--- config.mk ---
export PLATFORM = sky130hd
export DESIGN_NAME = sd_write_photo
export DESIGN_NICKNAME = d
export VERILOG_FILES = /design/src/rtl/sd_photo_pkg.sv /design/src/rtl/bmp_hdr_gen.sv /design/src/rtl/sd_write_photo.sv
export SDC_FILE = /design/constraint.sdc
export NUM_CORES = 1
export LEC_CHECK = 0
export ABC_AREA = 1
export CAP_MARGIN = 0
export CORE_UTILIZATION = 56
export CTS_BUF_LIST = sky130_fd_sc_hd__clkbuf_16
export DETAILED_ROUTE_END_ITERATION = 8
export PLACE_DENSITY = 0.76
export SYNTH_ARGS = -nofsm -noshare
export SYNTH_HDL_FRONTEND = slang
export SYNTH_SLANG_ARGS = --single-unit
--- constraint.sdc ---
create_clock -name clk -period 9.5 [get_ports clk]
set_input_delay 1.425 -clock clk [delete_from_list [all_inputs] [get_ports clk]]
set_output_delay 1.425 -clock clk [all_outputs]
set_load 0.01 [all_outputs]
--- src/rtl/sd_photo_pkg.sv ---
// Shared constants, FSM state encoding and BMP header field values for the SD photo writer.
// Latency: none (declarations only).
// Backpressure: not applicable.
package sd_photo_pkg;

    // Default geometry: 512-byte SD sectors, 54-byte BMP header, both counted in 16-bit words.
    localparam int SEC_WORDS_DFLT = 256;
    localparam int HDR_WORDS_DFLT = 27;

    // BMP header field values.
    localparam logic [15:0] BMP_MAGIC      = 16'h4D42;  // "BM", little-endian
    localparam logic [31:0] BMP_HDR_BYTES  = 32'd54;    // file header + info header
    localparam logic [15:0] BMP_INFO_BYTES = 16'd40;    // BITMAPINFOHEADER size
    localparam logic [15:0] BMP_PPM        = 16'd2835;  // 72 dpi in pixels per metre
    localparam logic [15:0] BMP_PLANES     = 16'd1;
    localparam logic [15:0] BMP_BPP        = 16'd16;    // RGB565

    typedef enum logic [2:0] {
        ST_IDLE,
        ST_SEC_START,
        ST_WAIT_BUSY_H,
        ST_XFER,
        ST_WAIT_BUSY_L,
        ST_NEXT,
        ST_DONE
    } state_e;

endpackage

--- src/rtl/bmp_hdr_gen.sv ---
// Maps a header word index plus image width/height to the 16-bit BMP header word.
// Latency: purely combinational.
// Backpressure: none; the caller decides when the word is used.
module bmp_hdr_gen
    import sd_photo_pkg::*;
(
    input  logic [7:0]  idx_i,
    input  logic [10:0] img_w_i,
    input  logic [10:0] img_h_i,
    output logic [15:0] word_o
);

    logic [21:0] pix_cnt;
    logic [31:0] img_bytes;
    logic [31:0] file_bytes;

    // Select the header field for this word; unlisted words are reserved/zero fields.
    always_comb begin
        pix_cnt    = 22'(img_w_i) * 22'(img_h_i);
        img_bytes  = {9'd0, pix_cnt, 1'b0};
        file_bytes = img_bytes + BMP_HDR_BYTES;
        word_o     = 16'h0000;
        case (idx_i)
            8'd0:  word_o = BMP_MAGIC;
            8'd1:  word_o = file_bytes[15:0];
            8'd2:  word_o = file_bytes[31:16];
            8'd5:  word_o = BMP_HDR_BYTES[15:0];
            8'd7:  word_o = BMP_INFO_BYTES;
            8'd9:  word_o = {5'd0, img_w_i};
            8'd11: word_o = {5'd0, img_h_i};
            8'd13: word_o = BMP_PLANES;
            8'd14: word_o = BMP_BPP;
            8'd17: word_o = img_bytes[15:0];
            8'd18: word_o = img_bytes[31:16];
            8'd19: word_o = BMP_PPM;
            8'd21: word_o = BMP_PPM;
            default: word_o = 16'h0000;
        endcase
    end

endmodule

--- src/rtl/sd_write_photo.sv ---
// Streams a BMP image (header, RGB565 pixels, zero padding) to an SD controller sector by sector.
// Latency: wr_data updates exactly 2 cycles after an accepted wr_req; src_rd_en is combinational from wr_req.
// Backpressure: paced entirely by wr_req/wr_busy from the SD controller; no stall on the pixel source.
module sd_write_photo
    import sd_photo_pkg::*;
#(
    parameter int SEC_WORDS = SEC_WORDS_DFLT,
    parameter int HDR_WORDS = HDR_WORDS_DFLT
) (
    input  logic        clk,
    input  logic        rst,
    input  logic        start,
    input  logic [31:0] sec_start_addr,
    input  logic [10:0] img_w,
    input  logic [10:0] img_h,
    output logic        src_rd_en,
    input  logic [15:0] src_data,
    output logic        wr_start_en,
    output logic [31:0] wr_sec_addr,
    input  logic        wr_busy,
    input  logic        wr_req,
    output logic [15:0] wr_data,
    output logic        busy,
    output logic        done
);

    localparam int CW = $clog2(SEC_WORDS + 1);

    state_e         state_q, state_d;
    logic [31:0]    addr_q, addr_d;
    logic [CW-1:0]  wcnt_q, wcnt_d;      // words served in the current sector
    logic [23:0]    g_q, g_d;            // global word index within the image
    logic [23:0]    tot_q, tot_d;        // header + pixel words
    logic [10:0]    w_q, w_d;
    logic [10:0]    h_q, h_d;

    logic           s1_vld_q;
    logic           s1_pix_q;
    logic [15:0]    s1_word_q;
    logic [15:0]    wr_data_q;

    logic           accept;
    logic           is_hdr;
    logic           is_pix;
    logic [15:0]    hdr_word;
    logic [21:0]    pix_prod;

    bmp_hdr_gen u_hdr (
        .idx_i   (g_q[7:0]),
        .img_w_i (w_q),
        .img_h_i (h_q),
        .word_o  (hdr_word)
    );

    // Classify the current word and decide whether this wr_req is served.
    always_comb begin
        pix_prod = 22'(img_w) * 22'(img_h);
        is_hdr   = (g_q < 24'(HDR_WORDS));
        is_pix   = !is_hdr && (g_q < tot_q);
        accept   = (state_q == ST_XFER) && wr_req && (wcnt_q < CW'(SEC_WORDS));
    end

    assign src_rd_en   = accept && is_pix;
    assign wr_start_en = (state_q == ST_SEC_START);
    assign busy        = (state_q != ST_IDLE);
    assign done        = (state_q == ST_DONE);
    assign wr_sec_addr = addr_q;
    assign wr_data     = wr_data_q;

    // Next-state and counter updates for the sector sequencing FSM.
    always_comb begin
        state_d = state_q;
        addr_d  = addr_q;
        wcnt_d  = wcnt_q;
        g_d     = g_q;
        tot_d   = tot_q;
        w_d     = w_q;
        h_d     = h_q;
        case (state_q)
            ST_IDLE: begin
                if (start) begin
                    state_d = ST_SEC_START;
                    addr_d  = sec_start_addr;
                    w_d     = img_w;
                    h_d     = img_h;
                    tot_d   = 24'(HDR_WORDS) + {2'b00, pix_prod};
                    g_d     = 24'd0;
                end
            end
            ST_SEC_START: begin
                wcnt_d  = '0;
                state_d = ST_WAIT_BUSY_H;
            end
            ST_WAIT_BUSY_H: begin
                if (wr_busy) state_d = ST_XFER;
            end
            ST_XFER: begin
                if (accept) begin
                    wcnt_d = wcnt_q + CW'(1);
                    g_d    = g_q + 24'd1;
                    if (wcnt_q == CW'(SEC_WORDS - 1)) state_d = ST_WAIT_BUSY_L;
                end
            end
            ST_WAIT_BUSY_L: begin
                if (!wr_busy) state_d = ST_NEXT;
            end
            ST_NEXT: begin
                // g sits on a sector boundary here; once it covers every meaningful word we are done.
                if (g_q >= tot_q) begin
                    state_d = ST_DONE;
                end else begin
                    addr_d  = addr_q + 32'd1;
                    state_d = ST_SEC_START;
                end
            end
            ST_DONE: begin
                state_d = ST_IDLE;
            end
            default: state_d = ST_IDLE;
        endcase
    end

    // FSM and counter registers.
    always_ff @(posedge clk or posedge rst) begin
        if (rst) begin
            state_q <= ST_IDLE;
            addr_q  <= '0;
            wcnt_q  <= '0;
            g_q     <= '0;
            tot_q   <= '0;
            w_q     <= '0;
            h_q     <= '0;
        end else begin
            state_q <= state_d;
            addr_q  <= addr_d;
            wcnt_q  <= wcnt_d;
            g_q     <= g_d;
            tot_q   <= tot_d;
            w_q     <= w_d;
            h_q     <= h_d;
        end
    end

    // Two-stage data path: stage 1 waits for the FIFO word, stage 2 presents the selected word.
    always_ff @(posedge clk or posedge rst) begin
        if (rst) begin
            s1_vld_q  <= 1'b0;
            s1_pix_q  <= 1'b0;
            s1_word_q <= '0;
            wr_data_q <= '0;
        end else begin
            s1_vld_q  <= accept;
            s1_pix_q  <= is_pix;
            s1_word_q <= is_hdr ? hdr_word : 16'h0000;
            if (s1_vld_q) wr_data_q <= s1_pix_q ? src_data : s1_word_q;
        end
    end

endmodule
* After elaboration in Yosys (flattened, before gate mapping)
Index checks and enable logic that the tools add are counted.
** Word-level totals
- Bits in registers :: 148
- Input bits :: 75
- Logic and storage cells :: 82
- Output and inout port bits :: 52
** Operators by class
- Eq/ne operators :: 25
- Mux-type cells :: 18
- Magnitude comparators :: 4
- Reduce and logical (&&, ||, !) cells :: 17
- $mul :: 2
- Add/sub/neg operators :: 5
** Operators by type and width (count)
- case mux 16 bit (12 select lines) :: 1
- two-way mux 32 bit :: 2
- case mux 32 bit (2 select lines) :: 1
- two-way mux 24 bit :: 2
- case mux 24 bit (2 select lines) :: 1
- multiplier 11 x 11 -> 22 bit :: 2
- adder 32 x 1 -> 32 bit, second input constant :: 1
- == test 8 x 4 -> 1 bit, second input constant :: 4
- == test 8 x 5 -> 1 bit, second input constant :: 4
- two-way mux 16 bit :: 2
- adder 23 x 6 -> 24 bit, second input constant :: 1
- adder 24 x 1 -> 24 bit, second input constant :: 1
- greater-or-equal comparator 24 bit :: 1
- < comparator 24 bit :: 1
- < comparator 24 x 5 -> 1 bit, second input constant :: 1
- adder 5 x 22 -> 23 bit, first input constant :: 1
- two-way mux 3 bit :: 6
- case mux 3 bit (6 select lines) :: 1
- case mux 9 bit (2 select lines) :: 1
- == test 8 x 3 -> 1 bit, second input constant :: 2
- != test 2 bit, second input constant :: 5
- adder 9 x 1 -> 9 bit, second input constant :: 1
- == test 3 bit, second input constant :: 3
- == test 9 x 8 -> 1 bit, second input constant :: 1
- 17 further kinds :: 25

* Logic depth before layout (Yosys ltp)
- Depth after elaboration :: 5
- Mapped depth :: 29
- Depth with buffers taken out :: 28

* Hierarchy
Synthesis repeated with hierarchy kept, for this count alone.
** Unflattened totals
- Cells, all modules :: 2770
- Area, all modules :: 18873.1 µm²
** Modules (own cells, without submodules)
- sd_write_photo :: sequential area each 3678.5 µm², cells each 1845, area each 13037.5 µm², instances 1
- bmp_hdr_gen :: sequential area each 0.0 µm², cells each 925, area each 5835.6 µm², instances 1

* Worst setup path before layout
Ideal clock, no wire load.
- Path type :: input -> register
- Start :: input img_h[10]
- End :: register tot_q[22]
- Required time :: 9369 ps
- Stages on the path :: 19
- Path buffers :: 1
- Path slack :: 3580 ps
- Arrival time :: 5789 ps
- Setup time :: 131 ps
- Path through :: clkbuf_1 nand2_1 fa_1 fa_1 inv_1 fa_1 inv_1 fa_1 inv_1 fa_1 ha_1 nand2_1 nor2_1 and2_1 o21ai_0 nand3_1 or2_2 nand3_1 o21ai_0
** Between the ends
- Longest elaborated chain between the ends :: 2
** Ends and longest elaborated chain
- from (decl) :: RTL line sd_write_photo.sv:15 : input logic [10:0] img_h,
- multiplier 11 x 11 -> 22 bit :: RTL line sd_write_photo.sv:57 : pix_prod = 22'(img_w) * 22'(img_h);
- adder 5 x 22 -> 23 bit :: RTL line sd_write_photo.sv:86 : tot_d = 24'(HDR_WORDS) + {2'b00, pix_prod};
- to (signal assigned) :: RTL line sd_write_photo.sv:138 : tot_q <= tot_d;
- to (decl) :: RTL line sd_write_photo.sv:33 : logic [23:0] tot_q, tot_d;
Every way passes these cells.
A chain may end at the register's enable or synchronous reset.

* Final worst setup path
- Start :: input img_h[10]
- End :: register tot_q[16]
Same word-level chain as after synthesis.

==> results.ini <==
[outcome]
run_status = finished, final reports clean

[sta]
grt_setup_unrepaired = no
relSlewSlack_pct = 18.1
hold_violations = 0
period_share_pct = 67.8
tns_ns = 0
slew_viol_final = 0
fmax_mhz = 155
whs_ns = 0.487
setup_viol = 0
setup_slack_ns = 3.06
period_minus_slack_ns = 6.44
fin_skew_ns = 0.0159
worst-slew-pin-transition_ns = 1.23

[final_layout]
n_antenna_cell = 0
layout_common_cells = nand2_1 (798), inv_1 (542), fa_1 (164)
layout.nets = 3060
seq_area_um2 = 3680
mostFrequentLayoutCell = nand2_1
areaGrowthSynthToFinish_pct = 11.4
multi_input_area_um2 = 12000
fillers = 2832
drive_gt1_share_pct = 2.73

[floorplanning]
die_w_um = 182
initial_core_util_pct = 57.1
die-area_um2 = 33000
io_pins = 127
core_um2 = 31600
std_cell_rows = 65
die_y_um = 182

[route]
vias_per_cell = 5.45
drtIter0Drc = 1360
antenna_left = 0
dr.pass1.iters = 5
wl_per_cell_um = 15.7
totalWireLength_um = 48200
vias = 16765
drc = 0

[setup_path]
cp-end-kind = register
crit_type = input pin to register
crit_chain = clkdlybuf4s50_1 > nand2_1 > fa_1 > inv_1 > fa_1 > fa_1 > inv_1 > fa_1 > inv_1 > fa_1 > ha_1 > a21oi_1 > o21ai_0 > a21oi_1 > nand2_1 > or2_2 > nand3_1 > o21ai_0
worstRegToRegCells = 24
critical_path_arrival_ns = 6.73
start_kind = input pin
crit_family = adder cells
critPathBufInv = 4
cpMostUsedCell = fa_1
worst_path_largest_cell_delay_ns = 0.79
timing.rr.start = w_q[7]
cp_max_fo = 12
cp_slowest_cell = clkdlybuf4s50_1
required_ns = 9.79
rr_endpoint = s1_word_q[6]
r2r_setup_slack_ns = 3.64

[clock_tree]
h-tree-depth = 4
cts_tree = done
cts_root_buf = clkbuf_16
clkLatencyLatePin_ns = 0.44
clock-sinks = 147
clk_pin_slew_ns = 0.07
cts_setup_buffers = 0
holdBufCountCts = 0
ctsLongestPathBuffers = 2
cts_resized = 0
cts_buffers = 17

[grt]
grt_max_degree = 82
grt-ovfl-total = 0
grt_first_pass_wirelength_um = 81300
grt_usage_pct = 30.5
antenna_found_initial = 0
grt_pass1_vias = 16747

[synth]
synth_edf_count = 0
synthArstFlopShare_pct = 100
muxShareOfSynthArea_pct = 0
synth_compound_area_share_pct = 7.49
synth_simple_gate_area_share_pct = 28.6
syn_avg_cell_area_um2 = 6.97
ys_ff_latch = 147
yosys_most_used_dff = dfrtp_1
synthAdderAreaFrac_pct = 29.3
synth_cell_types = 45
synth_top_family_by_area = adder cells
synth-xor-area-share_pct = 1.12
syn_nets = 2991
yosysWarnings = 0
yosysSeqAreaShare_pct = 20.4
synth.cell_area_um2 = 18100
syn-instance-count = 2592

[min_path]
min_path_cells = 2
min-delay-start = tot_q[10]
min_to = tot_q[10]
hp-class = register to register

[placement]
gp_congestion = 0.989
port_buffers = 126
place_hpwl_um = 37400
dp_slack_ns = 2.61

[run]
max_cap_violations = 0

cell families after synthesis:
| group | Yosys count |
|---|---|
| AOI/OAI and AO/OA | 246 |
| and+or+nand+nor | 1224 |
| xor gates and xnor gates | 23 |
| DFF | 147 |
| adders and majority gates | 324 |
| buffers and inverters | 628 |
flip-flops by register name (all words and copies together) (netlist names):
register	flops
wr_sec_addr	32
g_q	24
tot_q	23
s1_word_q	16
wr_data	16
h_q	11
w_q	11
wcnt_q	9
state_q	3
s1_pix_q	1
s1_vld_q	1
tightest hold or removal path, cell delays in order (launching register included):
cell and delay (ns):
dfrtp_1 0.34, nand2_1 0.05, o21ai_0 0.06
cell type report:
class                      count  share of cell area (%)
inverter                     547                    10.2
tap                          402                    2.50
multi-input combinational   1817                    59.7
clock buffer                  17                    2.11
timing repair buffer         131                    6.45
sequential                   147                    18.3
clock inverter                15                   0.752
layer usage:
metal	GRT usage, %	vias to the layer above	part of all wire, %
met5	0	-	0
met4	11.5	0	3.1
met3	4.09	92	5.5
met2	51.5	525	47
met1	40.0	8026	44
li1	-	8122	-
worst max path at each step:
| stage | from | end | slack (ns) | depth (start not counted) |
|---|---|---|---|---|
| after floorplan | img_h[10] | tot_q[22] | 3.58 | 19 |
| after global placement | img_h[10] | tot_q[16] | 2.74 | 18 |
| after detailed placement | img_h[10] | tot_q[16] | 2.61 | 18 |
| after CTS | img_h[10] | tot_q[16] | 3.07 | 18 |
| after global routing | img_h[3] | tot_q[17] | 2.68 | 20 |
| final | img_h[10] | tot_q[16] | 3.06 | 18 |
Yosys cell counts (4+ instances only):
master / n / area, um2
nand4_1: 26 / 163
or2_2: 10 / 62.6
buf_2: 16 / 80.1
nor2_1: 151 / 567
o211ai_1: 5 / 37.5
o21ai_0: 104 / 521
nor4_1: 20 / 125
ha_1: 160 / 2000
a21oi_1: 84 / 420
nand2_4: 4 / 45.0
o31ai_1: 6 / 45.0
a211oi_1: 5 / 37.5
fa_1: 164 / 3280
clkbuf_1: 65 / 244
inv_1: 543 / 2040
dfrtp_1: 147 / 3680
nand2_1: 798 / 3000
and3_1: 4 / 25.0
nand3_1: 154 / 771
xor2_1: 20 / 175
nor3_1: 29 / 145
o22ai_1: 6 / 37.5
a31oi_1: 22 / 138
through the flow:
step                      instance area (um2)  utilization, %  instances
after detailed placement                19600            61.8       3044
final                                   20100            63.6       3076
after global placement                  19600            61.8       3044
after global routing                    20100            63.6       3076
after CTS                               20100            63.6       3076
after floorplan                         18100               -       2592
Power is left out: the tool's default activity adds up to more than one toggle a clock period on the data nets, which glitch-free logic cannot reach.
